**src/rtl/hazard_forward_ctrl_pkg.sv**
```systemverilog
// Shared CPU scheduler types: register index width, forward-select encodings,
// scheduler state enum and the shadow scoreboard entry.
package hazard_forward_ctrl_pkg;
  localparam int REG_W = 4;

  typedef logic [2:0] fwd_sel_t;
  localparam fwd_sel_t FWD_NONE = 3'd0;
  localparam fwd_sel_t FWD_WB   = 3'd1;
  localparam fwd_sel_t FWD_MEM  = 3'd2;

  typedef enum logic [1:0] {
    RUN    = 2'd0,
    DRAIN  = 2'd1,
    HALTED = 2'd2
  } hz_state_t;

  typedef struct packed {
    logic             valid;
    logic [REG_W-1:0] rd;
    logic             reg_write;
    logic             mem_read;
  } sb_entry_t;

  localparam sb_entry_t SB_EMPTY = '0;
endpackage

```
**src/rtl/hazard_forward_ctrl_if.sv**
```systemverilog
// ID-stage <-> scheduler bundle.
//   master: ID stage / memory side, drives decode fields and mem_busy.
//   slave : hazard_forward_ctrl, drives forward selects and pipe enables.
interface hazard_forward_ctrl_if;
  import hazard_forward_ctrl_pkg::*;

  logic             id_valid;
  logic [REG_W-1:0] id_rs;
  logic [REG_W-1:0] id_rt;
  logic             id_uses_rs;
  logic             id_uses_rt;
  logic [REG_W-1:0] id_rd;
  logic             id_reg_write;
  logic             id_mem_read;
  logic             id_branch_taken;
  logic             id_halt;
  logic             mem_busy;

  fwd_sel_t         forward_a;
  fwd_sel_t         forward_b;
  logic             pc_write_en;
  logic             if_id_write_en;
  logic             if_id_flush;
  logic             id_ex_bubble;
  logic             pipe_freeze;
  logic             halted;

  modport master (
    output id_valid, id_rs, id_rt, id_uses_rs, id_uses_rt, id_rd,
           id_reg_write, id_mem_read, id_branch_taken, id_halt, mem_busy,
    input  forward_a, forward_b, pc_write_en, if_id_write_en, if_id_flush,
           id_ex_bubble, pipe_freeze, halted
  );

  modport slave (
    input  id_valid, id_rs, id_rt, id_uses_rs, id_uses_rt, id_rd,
           id_reg_write, id_mem_read, id_branch_taken, id_halt, mem_busy,
    output forward_a, forward_b, pc_write_en, if_id_write_en, if_id_flush,
           id_ex_bubble, pipe_freeze, halted
  );
endinterface

```
**src/rtl/hazard_forward_ctrl_fwd_match.sv**
```systemverilog
// fwd_match: one source index vs one scoreboard entry.
//   i_src   source register index
//   i_uses  source is really read by the ID instruction
//   i_ent   shadow scoreboard entry
//   o_match entry produces i_src (R0 never matches: hardwired zero)
module fwd_match
  import hazard_forward_ctrl_pkg::*;
(
  input  logic [REG_W-1:0] i_src,
  input  logic             i_uses,
  input  sb_entry_t        i_ent,
  output logic             o_match
);
  assign o_match = i_uses & i_ent.valid & i_ent.reg_write &
                   (i_ent.rd != '0) & (i_ent.rd == i_src);
endmodule

```
**src/rtl/hazard_forward_ctrl.sv**
```systemverilog
// hazard_forward_ctrl: pipeline scheduler beside ID.
// Tracks in-flight destinations (sh_ex/sh_mem/sh_wb), registers the EX operand
// forward selects, generates PC / IF/ID / ID/EX enables and runs the HLT drain.
//   clk, rst_n : clock, async active-low reset
//   hz         : slave side of hazard_forward_ctrl_if
module hazard_forward_ctrl
  import hazard_forward_ctrl_pkg::*;
(
  input  logic                  clk,
  input  logic                  rst_n,
  hazard_forward_ctrl_if.slave  hz
);
  sb_entry_t  r_sh_ex, r_sh_mem, r_sh_wb;
  fwd_sel_t   r_fwd_a, r_fwd_b;
  hz_state_t  r_state;
  logic [1:0] r_drain_cnt;
  logic       r_halted;

  // index 0 = rs/ex, index 1 = rt/mem
  logic      [1:0][REG_W-1:0] w_src;
  logic      [1:0]            w_uses;
  sb_entry_t [1:0]            w_ent;
  logic      [1:0][1:0]       w_match;   // [entry][source]

  assign w_src  = {hz.id_rt, hz.id_rs};
  assign w_uses = {hz.id_uses_rt, hz.id_uses_rs};
  assign w_ent  = {r_sh_mem, r_sh_ex};

  for (genvar e = 0; e < 2; e++) begin : g_ent
    for (genvar s = 0; s < 2; s++) begin : g_src
      fwd_match u_match (
        .i_src  (w_src[s]),
        .i_uses (w_uses[s]),
        .i_ent  (w_ent[e]),
        .o_match(w_match[e][s])
      );
    end
  end

  logic w_run, w_load_use, w_halt_go, w_kill;
  logic w_pc_en, w_ifid_en, w_flush, w_bubble;

  assign w_run      = (r_state == RUN);
  assign w_load_use = w_run & hz.id_valid & r_sh_ex.mem_read & (|w_match[0]);
  // HLT only takes effect on a clean advance; under a load-use stall it waits
  assign w_halt_go  = w_run & ~hz.mem_busy & ~w_load_use & hz.id_valid & hz.id_halt;

  always_comb begin
    w_pc_en   = 1'b1;
    w_ifid_en = 1'b1;
    w_flush   = 1'b0;
    w_bubble  = 1'b0;
    if (hz.mem_busy) begin
      w_pc_en   = 1'b0;
      w_ifid_en = 1'b0;
    end else if (!w_run || w_load_use) begin
      w_pc_en   = 1'b0;
      w_ifid_en = 1'b0;
      w_bubble  = 1'b1;
    end else begin
      w_pc_en   = ~w_halt_go;
      w_flush   = hz.id_branch_taken | w_halt_go;
    end
  end

  // HLT travels down as an invalid entry, same as a bubble
  assign w_kill = w_bubble | w_halt_go;

  sb_entry_t w_ex_next;
  always_comb begin
    w_ex_next = SB_EMPTY;
    if (hz.id_valid && !w_kill)
      w_ex_next = '{valid: 1'b1, rd: hz.id_rd, reg_write: hz.id_reg_write,
                    mem_read: hz.id_mem_read};
  end

  // sh_ex producer lands in MEM when the consumer reaches EX, so it wins
  fwd_sel_t w_fwd_a, w_fwd_b;
  always_comb begin
    w_fwd_a = FWD_NONE;
    w_fwd_b = FWD_NONE;
    if (!w_kill) begin
      if (w_match[0][0])      w_fwd_a = FWD_MEM;
      else if (w_match[1][0]) w_fwd_a = FWD_WB;
      if (w_match[0][1])      w_fwd_b = FWD_MEM;
      else if (w_match[1][1]) w_fwd_b = FWD_WB;
    end
  end

  always_ff @(posedge clk or negedge rst_n) begin
    if (!rst_n) begin
      r_sh_ex     <= SB_EMPTY;
      r_sh_mem    <= SB_EMPTY;
      r_sh_wb     <= SB_EMPTY;
      r_fwd_a     <= FWD_NONE;
      r_fwd_b     <= FWD_NONE;
      r_state     <= RUN;
      r_drain_cnt <= 2'd0;
      r_halted    <= 1'b0;
    end else if (!hz.mem_busy) begin
      r_sh_ex  <= w_ex_next;
      r_sh_mem <= r_sh_ex;
      r_sh_wb  <= r_sh_mem;
      r_fwd_a  <= w_fwd_a;
      r_fwd_b  <= w_fwd_b;
      case (r_state)
        RUN: if (w_halt_go) begin
          r_state     <= DRAIN;
          r_drain_cnt <= 2'd2;
        end
        DRAIN: begin
          // the edge that empties the counter is the one the last older
          // instruction retires on: HALTED lands 3 advances after HLT decode
          r_drain_cnt <= r_drain_cnt - 2'd1;
          if (r_drain_cnt == 2'd1) begin
            r_state  <= HALTED;
            r_halted <= 1'b1;
          end
        end
        default: ;
      endcase
    end
  end

  assign hz.forward_a      = r_fwd_a;
  assign hz.forward_b      = r_fwd_b;
  assign hz.pc_write_en    = w_pc_en;
  assign hz.if_id_write_en = w_ifid_en;
  assign hz.if_id_flush    = w_flush;
  assign hz.id_ex_bubble   = w_bubble;
  assign hz.pipe_freeze    = hz.mem_busy;
  assign hz.halted         = r_halted;
endmodule
```
**src/flat_wrapper.sv**
```systemverilog
// flat-port wrapper written by rule: the top's interface ports become plain ports
module hazard_forward_ctrl_flat import hazard_forward_ctrl_pkg::*;
  (clk, rst_n, hz_id_valid, hz_id_rs, hz_id_rt, hz_id_uses_rs, hz_id_uses_rt, hz_id_rd, hz_id_reg_write, hz_id_mem_read, hz_id_branch_taken, hz_id_halt, hz_mem_busy, hz_forward_a, hz_forward_b, hz_pc_write_en, hz_if_id_write_en, hz_if_id_flush, hz_id_ex_bubble, hz_pipe_freeze, hz_halted);
  hazard_forward_ctrl_if hz_i ();
  input  logic clk;
  input  logic rst_n;
  input wire logic [$bits(hz_i.id_valid)-1:0] hz_id_valid;
  input wire logic [$bits(hz_i.id_rs)-1:0] hz_id_rs;
  input wire logic [$bits(hz_i.id_rt)-1:0] hz_id_rt;
  input wire logic [$bits(hz_i.id_uses_rs)-1:0] hz_id_uses_rs;
  input wire logic [$bits(hz_i.id_uses_rt)-1:0] hz_id_uses_rt;
  input wire logic [$bits(hz_i.id_rd)-1:0] hz_id_rd;
  input wire logic [$bits(hz_i.id_reg_write)-1:0] hz_id_reg_write;
  input wire logic [$bits(hz_i.id_mem_read)-1:0] hz_id_mem_read;
  input wire logic [$bits(hz_i.id_branch_taken)-1:0] hz_id_branch_taken;
  input wire logic [$bits(hz_i.id_halt)-1:0] hz_id_halt;
  input wire logic [$bits(hz_i.mem_busy)-1:0] hz_mem_busy;
  output wire logic [$bits(hz_i.forward_a)-1:0] hz_forward_a;
  output wire logic [$bits(hz_i.forward_b)-1:0] hz_forward_b;
  output wire logic [$bits(hz_i.pc_write_en)-1:0] hz_pc_write_en;
  output wire logic [$bits(hz_i.if_id_write_en)-1:0] hz_if_id_write_en;
  output wire logic [$bits(hz_i.if_id_flush)-1:0] hz_if_id_flush;
  output wire logic [$bits(hz_i.id_ex_bubble)-1:0] hz_id_ex_bubble;
  output wire logic [$bits(hz_i.pipe_freeze)-1:0] hz_pipe_freeze;
  output wire logic [$bits(hz_i.halted)-1:0] hz_halted;
  assign hz_i.id_valid = hz_id_valid;
  assign hz_i.id_rs = hz_id_rs;
  assign hz_i.id_rt = hz_id_rt;
  assign hz_i.id_uses_rs = hz_id_uses_rs;
  assign hz_i.id_uses_rt = hz_id_uses_rt;
  assign hz_i.id_rd = hz_id_rd;
  assign hz_i.id_reg_write = hz_id_reg_write;
  assign hz_i.id_mem_read = hz_id_mem_read;
  assign hz_i.id_branch_taken = hz_id_branch_taken;
  assign hz_i.id_halt = hz_id_halt;
  assign hz_i.mem_busy = hz_mem_busy;
  assign hz_forward_a = hz_i.forward_a;
  assign hz_forward_b = hz_i.forward_b;
  assign hz_pc_write_en = hz_i.pc_write_en;
  assign hz_if_id_write_en = hz_i.if_id_write_en;
  assign hz_if_id_flush = hz_i.if_id_flush;
  assign hz_id_ex_bubble = hz_i.id_ex_bubble;
  assign hz_pipe_freeze = hz_i.pipe_freeze;
  assign hz_halted = hz_i.halted;
  hazard_forward_ctrl u_core (.clk(clk), .rst_n(rst_n), .hz(hz_i));
endmodule
```
**config.mk**
```make
export PLATFORM = sky130hd
export DESIGN_NAME = hazard_forward_ctrl_flat
export DESIGN_NICKNAME = d
export VERILOG_FILES = /design/src/rtl/hazard_forward_ctrl_pkg.sv /design/src/rtl/hazard_forward_ctrl_if.sv /design/src/rtl/hazard_forward_ctrl_fwd_match.sv /design/src/rtl/hazard_forward_ctrl.sv /design/src/flat_wrapper.sv
export SDC_FILE = /design/constraint.sdc
export NUM_CORES = 1
export LEC_CHECK = 0
export CORE_MARGIN = 2
export CORE_UTILIZATION = 30
export CTS_CLUSTER_DIAMETER = 150
export DETAILED_ROUTE_END_ITERATION = 8
export SYNTH_ARGS = -nofsm -noshare
export SYNTH_HDL_FRONTEND = slang
export SYNTH_SLANG_ARGS = --single-unit
```
**constraint.sdc**
```tcl
create_clock -name clk -period 3.1 [get_ports clk]
set_input_delay 0.465 -clock clk [delete_from_list [all_inputs] [get_ports clk]]
set_output_delay 0.465 -clock clk [all_outputs]
set_load 0.005 [all_outputs]
```
-- After elaboration in Yosys (flattened, before gate mapping)
Cells that the tools add are included.
- register bits after elaboration: 24
- bits of input ports: 22
- logic and storage cells: 81
- add/subtract/negate cells: 1
- equality and inequality tests: 8
- multiplexer cells: 20
- bitwise gates (word level): 28
- reductions and logical operators: 12
- operator list (operator ; count):
    $and 1x1->1 ; 23
    $eq 4x4->1 ; 4
    $mux 3 ; 4
    $mux 1 ; 10
    $pmux 2 s2 ; 2
    $reduce_bool 4->1 ; 2
    $mux 7 ; 1
    $mux 2 ; 3
    $reduce_and 3->1 ; 2
    $eq 2x1->1 const B ; 2
    $reduce_and 4->1 ; 1
    $not 1->1 ; 3
    $logic_not 1->1 ; 2
    $logic_not 2->1 ; 1
    $ne 2x1->1 const B ; 1
    $ne 2x2->1 const B ; 1
    $or 1x1->1 ; 2
    $reduce_bool 2->1 ; 1
    $reduce_or 2->1 ; 1
    $sub 2x1->2 const B ; 1
    $logic_and 1x1->1 ; 1
    $logic_or 1x1->1 ; 1

-- Depth between registers and ports, before layout
- depth after elaboration: 14
- gate-level depth with buffers: 6

-- Hierarchy
From an unflattened synthesis, not the netlist that was laid out.
- cell total of the unflattened synthesis: 127
- area total of the unflattened synthesis: 1286.2 um^2
- modules (own cells, without submodules) (module ; instances ; cells an instance ; area an instance (um^2)):
    hazard_forward_ctrl ; 1 ; 95 ; 1036.0
    fwd_match ; 4 ; 8 ; 62.6

-- Worst setup path before layout
OpenSTA, ideal clock, no wires.
- kind: register -> output
- from: reg u_core.r_sh_ex[2] in the netlist's numbering
- to: out hz_if_id_flush
- data arrival time: 1.494 ns
- data required time: 2.635 ns
- setup slack: 1.141 ns
- stages on the path, launching flop included: 7
- path buffers: 1
- cells stage by stage: dfrtp_1 -> nor4_2 -> nor2_1 -> and4_4 -> and2_4 -> buf_6 -> nor3_1
- word-level cells in the longest chain between the ends: 12
- elaborated cells between the ends (all ways): 17
- RTL lines (element ; line ; text):
    from (decl) ; hazard_forward_ctrl.sv:13 ; sb_entry_t r_sh_ex, r_sh_mem, r_sh_wb;
    from (signal assigned) ; hazard_forward_ctrl.sv:101 ; r_sh_ex <= w_ex_next;
    $reduce_bool 4->1 ; hazard_forward_ctrl_fwd_match.sv:15 ; (i_ent.rd != '0) & (i_ent.rd == i_src);
    $and 1x1->1 ; hazard_forward_ctrl_fwd_match.sv:14 ; assign o_match = i_uses & i_ent.valid & i_ent.reg_write &
    $and 1x1->1 ; hazard_forward_ctrl_fwd_match.sv:15 ;
    $reduce_or 2->1 * ; hazard_forward_ctrl.sv:44 ; assign w_load_use = w_run & hz.id_valid & r_sh_ex.mem_read & (|w_match[0]);
    $and 1x1->1 * ; hazard_forward_ctrl.sv:44 ;
    $not 1->1 ; hazard_forward_ctrl.sv:46 ; assign w_halt_go = w_run & ~hz.mem_busy & ~w_load_use & hz.id_valid & hz.id_halt;
    $and 1x1->1 (3 in series) ; hazard_forward_ctrl.sv:46 ;
    $or 1x1->1 ; hazard_forward_ctrl.sv:62 ; w_flush = hz.id_branch_taken | w_halt_go;
    $mux 1 * ; hazard_forward_ctrl.sv:56 ; end else if (!w_run || w_load_use) begin
    $mux 1 * ; hazard_forward_ctrl.sv:53 ; if (hz.mem_busy) begin
    to (decl) ; flat_wrapper.sv:22 ; output wire logic [$bits(hz_i.if_id_flush)-1:0] hz_if_id_flush;
Mark *: on every way between the ends. The rest lies on a longest branch, timed or not.

-- Final worst setup path
- from: in hz_id_rs[2]
- to: out hz_id_ex_bubble
- word-level cells in the longest chain between the ends: 7
- RTL lines (element ; line ; text):
    from (decl) ; flat_wrapper.sv:8 ; input wire logic [$bits(hz_i.id_rs)-1:0] hz_id_rs;
    $eq 4x4->1 ; hazard_forward_ctrl_fwd_match.sv:15 ;
    $and 1x1->1 ; hazard_forward_ctrl_fwd_match.sv:15 ;
    $reduce_or 2->1 ; hazard_forward_ctrl.sv:44 ;
    $and 1x1->1 ; hazard_forward_ctrl.sv:44 ;
    $logic_or 1x1->1 ; hazard_forward_ctrl.sv:56 ;
    $mux 1 ; hazard_forward_ctrl.sv:56 ;
    $mux 1 ; hazard_forward_ctrl.sv:53 ;
    to (decl) ; flat_wrapper.sv:23 ; output wire logic [$bits(hz_i.id_ex_bubble)-1:0] hz_id_ex_bubble;
Every way passes these cells.

==> out/metrics.yaml <==
run_status:
  status: "completed"
setup_path:
  cp_slowest_cell: "clkdlybuf4s50_1"
  cp-startpoint: "hz_id_rs[2]"
  cp_cell_sequence: "clkdlybuf4s50_1 -> xnor2_1 -> nand3_1 -> o22ai_2 -> nand2_1 -> a21oi_1 -> clkdlybuf4s50_1"
  path_buf_inv: 2
  critical_path.max_stage_delay_ps: 520
  critPathMaxFanout: 6
  arrival_ps: 2360
  end_kind: "output pin"
  setup.worst_path.class: "input pin to output pin"
  required_ps: 2630
  startpoint_type: "input pin"
  path_delay_family: "buffers and inverters"
  cpMostUsedCell: "clkdlybuf4s50_1"
  rr_startpoint: "u_core.r_sh_ex[3]$_DFFE_PN0N_"
logic_synthesis:
  postSynth.asyncResetShare_pct: 100
  synth_edf_count: 0
  muxShareOfSynthArea_pct: 5.44
  netlist_area_um2: 1240
  synth.top_cells.by_count: "dfrtp_1 (22), nand2_1 (11), xnor2_1 (10)"
  yosys_register_bits: 22
  synth-warning-count: 0
  synth_top_cell_area_share_pct: 44.3
  yosysMostFrequentCell: "dfrtp_1"
  synth_compound_area_share_pct: 17.5
  synth_cell_types: 36
  synthTopCellsByArea: "dfrtp_1 (44%), xnor2_1 (7.0%), mux2_2 (5.4%)"
  synth_flop_cell: "dfrtp_1"
  ys_seq_area_share_pct: 44.3
  synth.avg_cell_area_um2: 10.5
  synth_fa_ha_area_share_pct: 1.01
  synth_top_family_by_area: "compound AO/OA/AOI/OAI gates"
  yosysTopAreaCell: "dfrtp_1"
  synthCells: 118
  synth-simple-area-share_pct: 15.3
  synth_xor_area_share_pct: 11.3
global_route:
  use_met2_pct: 23.8
  grt_overflow: 0
  grt_max_degree: 23
  grt_busiest_layer: "met2"
  gr-usage-met3_pct: 2.80
  met1_usage_pct: 16.5
  grt_pass1_wl_um: 4750
  globalRouteTotalUtil_pct: 13.8
  grt_pass1_vias: 1037
  antenna_found_initial: 0
clocking:
  clock_latency_ps: 260
  cts_made_buffers: 3
  ctsHtreeMaxLevel: 1
  clock_path_buffers: 2
  clkTransAtPathRegs_ps: 80
  clock_sinks: 22
  cts_setup_buffers: 0
  cts_resized: 0
  cts_tree: "yes"
  ctsHoldBuffers: 0
  cts-root-buf: "clkbuf_8"
timing:
  period_share_pct: 91.0
  hold_violations: 0
  finClkSkew_ps: 1.31
  min_period_ps: 2820
  setup_tns_ps: 0
  worst_pin_slew_ps: 945
  rsz0062_at_grt: "no"
  setup_violations: 0
  max_freq_ghz: 0.354
  maxSlewHeadroom_pct: 36.8
  slew_violations: 0
floorplanning:
  ios: 34
  die_h_um: 68.4
  start_util_pct: 31.1
  core_area_um2: 4000
  row_count: 23
  dieArea_um2: 4670
  die_w_um: 68.4
place:
  hpwl_um: 2300
  portBuffers: 31
  place.gp.congestion: 0.849
power_and_ir_drop:
  vdd_ir_drop_max_mv: 0.164
  power_density_nw_per_um2: 370
  power_frac_clock_pct: 42.7
  intPower_uw: 496
  switching_share_pct: 19.5
  switchingPower_uw: 120
  p_leak_nw: 0.719
  p_comb_share_pct: 10.7
  p_seq_share_pct: 46.6
drt:
  dr.pass1.iters: 6
  drtAntennaViolNets: 0
  via_count: 1000
  wirelength_um: 2870
  drtIter0Drc: 27
  drc: 0
  via_per_inst: 5.00
  wl_per_cell_um: 14.4
finish:
  final_nets: 174
  num_antenna_cells: 0
  area_growth_syn_to_layout_pct: 33.9
  drive_above_1_share_pct: 15.3
  final_util_pct: 41.6
job:
  cap_violations: 0
min_path:
  min_path_type: "flip-flop to flip-flop"
  hold_start: "u_core.hz.halted$_DFFE_PN0P_"
layer usage:
metal,part of all wire (%),routed length [µm],vias up
met1,41,1170,485
met3,4.0,116,5
li1,-,-,484
met4,1.5,44,0
met2,54,1540,26
met5,0,0,-
final timing paths:
kind | endpoint | cells past startpoint | slack [ps]
worst max-delay path | hz_id_ex_bubble | 7 | 280
worst min-delay path | u_core.hz.halted$_DFFE_PN0P_ | 1 | 470
worst max register to register | u_core.hz.forward_a[1]$_DFFE_PN0N_ | 5 | 1320
worst min register to register | u_core.hz.halted$_DFFE_PN0P_ | 1 | 470
max in group asynchronous | u_core.hz.forward_b[1]$_DFFE_PN0N_ | 1 | 1800
min in group asynchronous | u_core.r_sh_mem[5]$_DFFE_PN0N_ | 1 | 730
cell usage in the layout, fill, tap and decap left out, types with 3 or more instances in the layout:
cell type | netlist | final
nand2_1 | 11 | 11
o21ai_0 | 4 | 4
nor2_1 | 4 | 4
inv_1 | 5 | 5
nand3_1 | 7 | 7
clkbuf_8 | 0 | 3
clkdlybuf4s50_1 | 0 | 31
a21oi_1 | 3 | 3
dfrtp_1 | 22 | 22
mux2_2 | 6 | 6
nor3_1 | 4 | 4
xor2_1 | 6 | 6
xnor2_1 | 10 | 10
a22o_1 | 5 | 5
metrics by stage:
| stage | power (mW) | setup WS, ps | hold slack (ps) | instances | instance area, µm² |
|---|---|---|---|---|---|
| global route | 0.643 | 98.8 | 506 | 200 | 1660 |
| finish | 0.616 | 279 | 472 | 200 | 1660 |
| CTS | 0.624 | 250 | 475 | 200 | 1660 |
| global placement | 0.358 | 286 | 456 | 196 | 1590 |
| floorplan | 0.318 | 1140 | 169 | 119 | 1250 |
| detailed placement | 0.360 | 255 | 457 | 196 | 1590 |
logic make-up (layout without fill, tap and decap cells):
| logic type | count (synthesis) | in the layout |
|---|---|---|
| AND/OR/NAND/NOR | 35 | 35 |
| AO/OA/AOI/OAI | 26 | 26 |
| flip-flops | 22 | 22 |
| XOR/XNOR | 16 | 16 |
| buffers and inverters | 11 | 42 |
| multiplexers | 6 | 6 |
| adder cells (fa/ha/maj) | 1 | 1 |
| other | 1 | 2 |
registers in the layout (all words and copies together) (netlist names):
name / flops
u_core.r_drain_cnt: 2
u_core.r_sh_ex: 7
u_core.r_sh_mem: 6
u_core.r_state: 2
u_core.hz.halted: 1
u_core.hz.forward_a: 2
u_core.hz.forward_b: 2
power by group through the flow:
stage               Sequential, mW  Combinational [mW]  Clock, mW
floorplan                    0.293              0.0250          0
global placement             0.293              0.0651          0
detailed placement           0.293              0.0665          0
CTS                          0.287              0.0666      0.270
global route                 0.288              0.0720      0.283
finish                       0.287              0.0658      0.263
cell type report:
cell class | count | area, µm²
multi-input combinational | 86 | 636
clock inverter | 1 | 30.0
fill | 381 | 2340
timing repair buffer | 33 | 325
tap | 50 | 62.6
sequential | 22 | 551
clock buffer | 3 | 41.3
inverter | 5 | 18.8
Power figures use the tool's default switching activity.
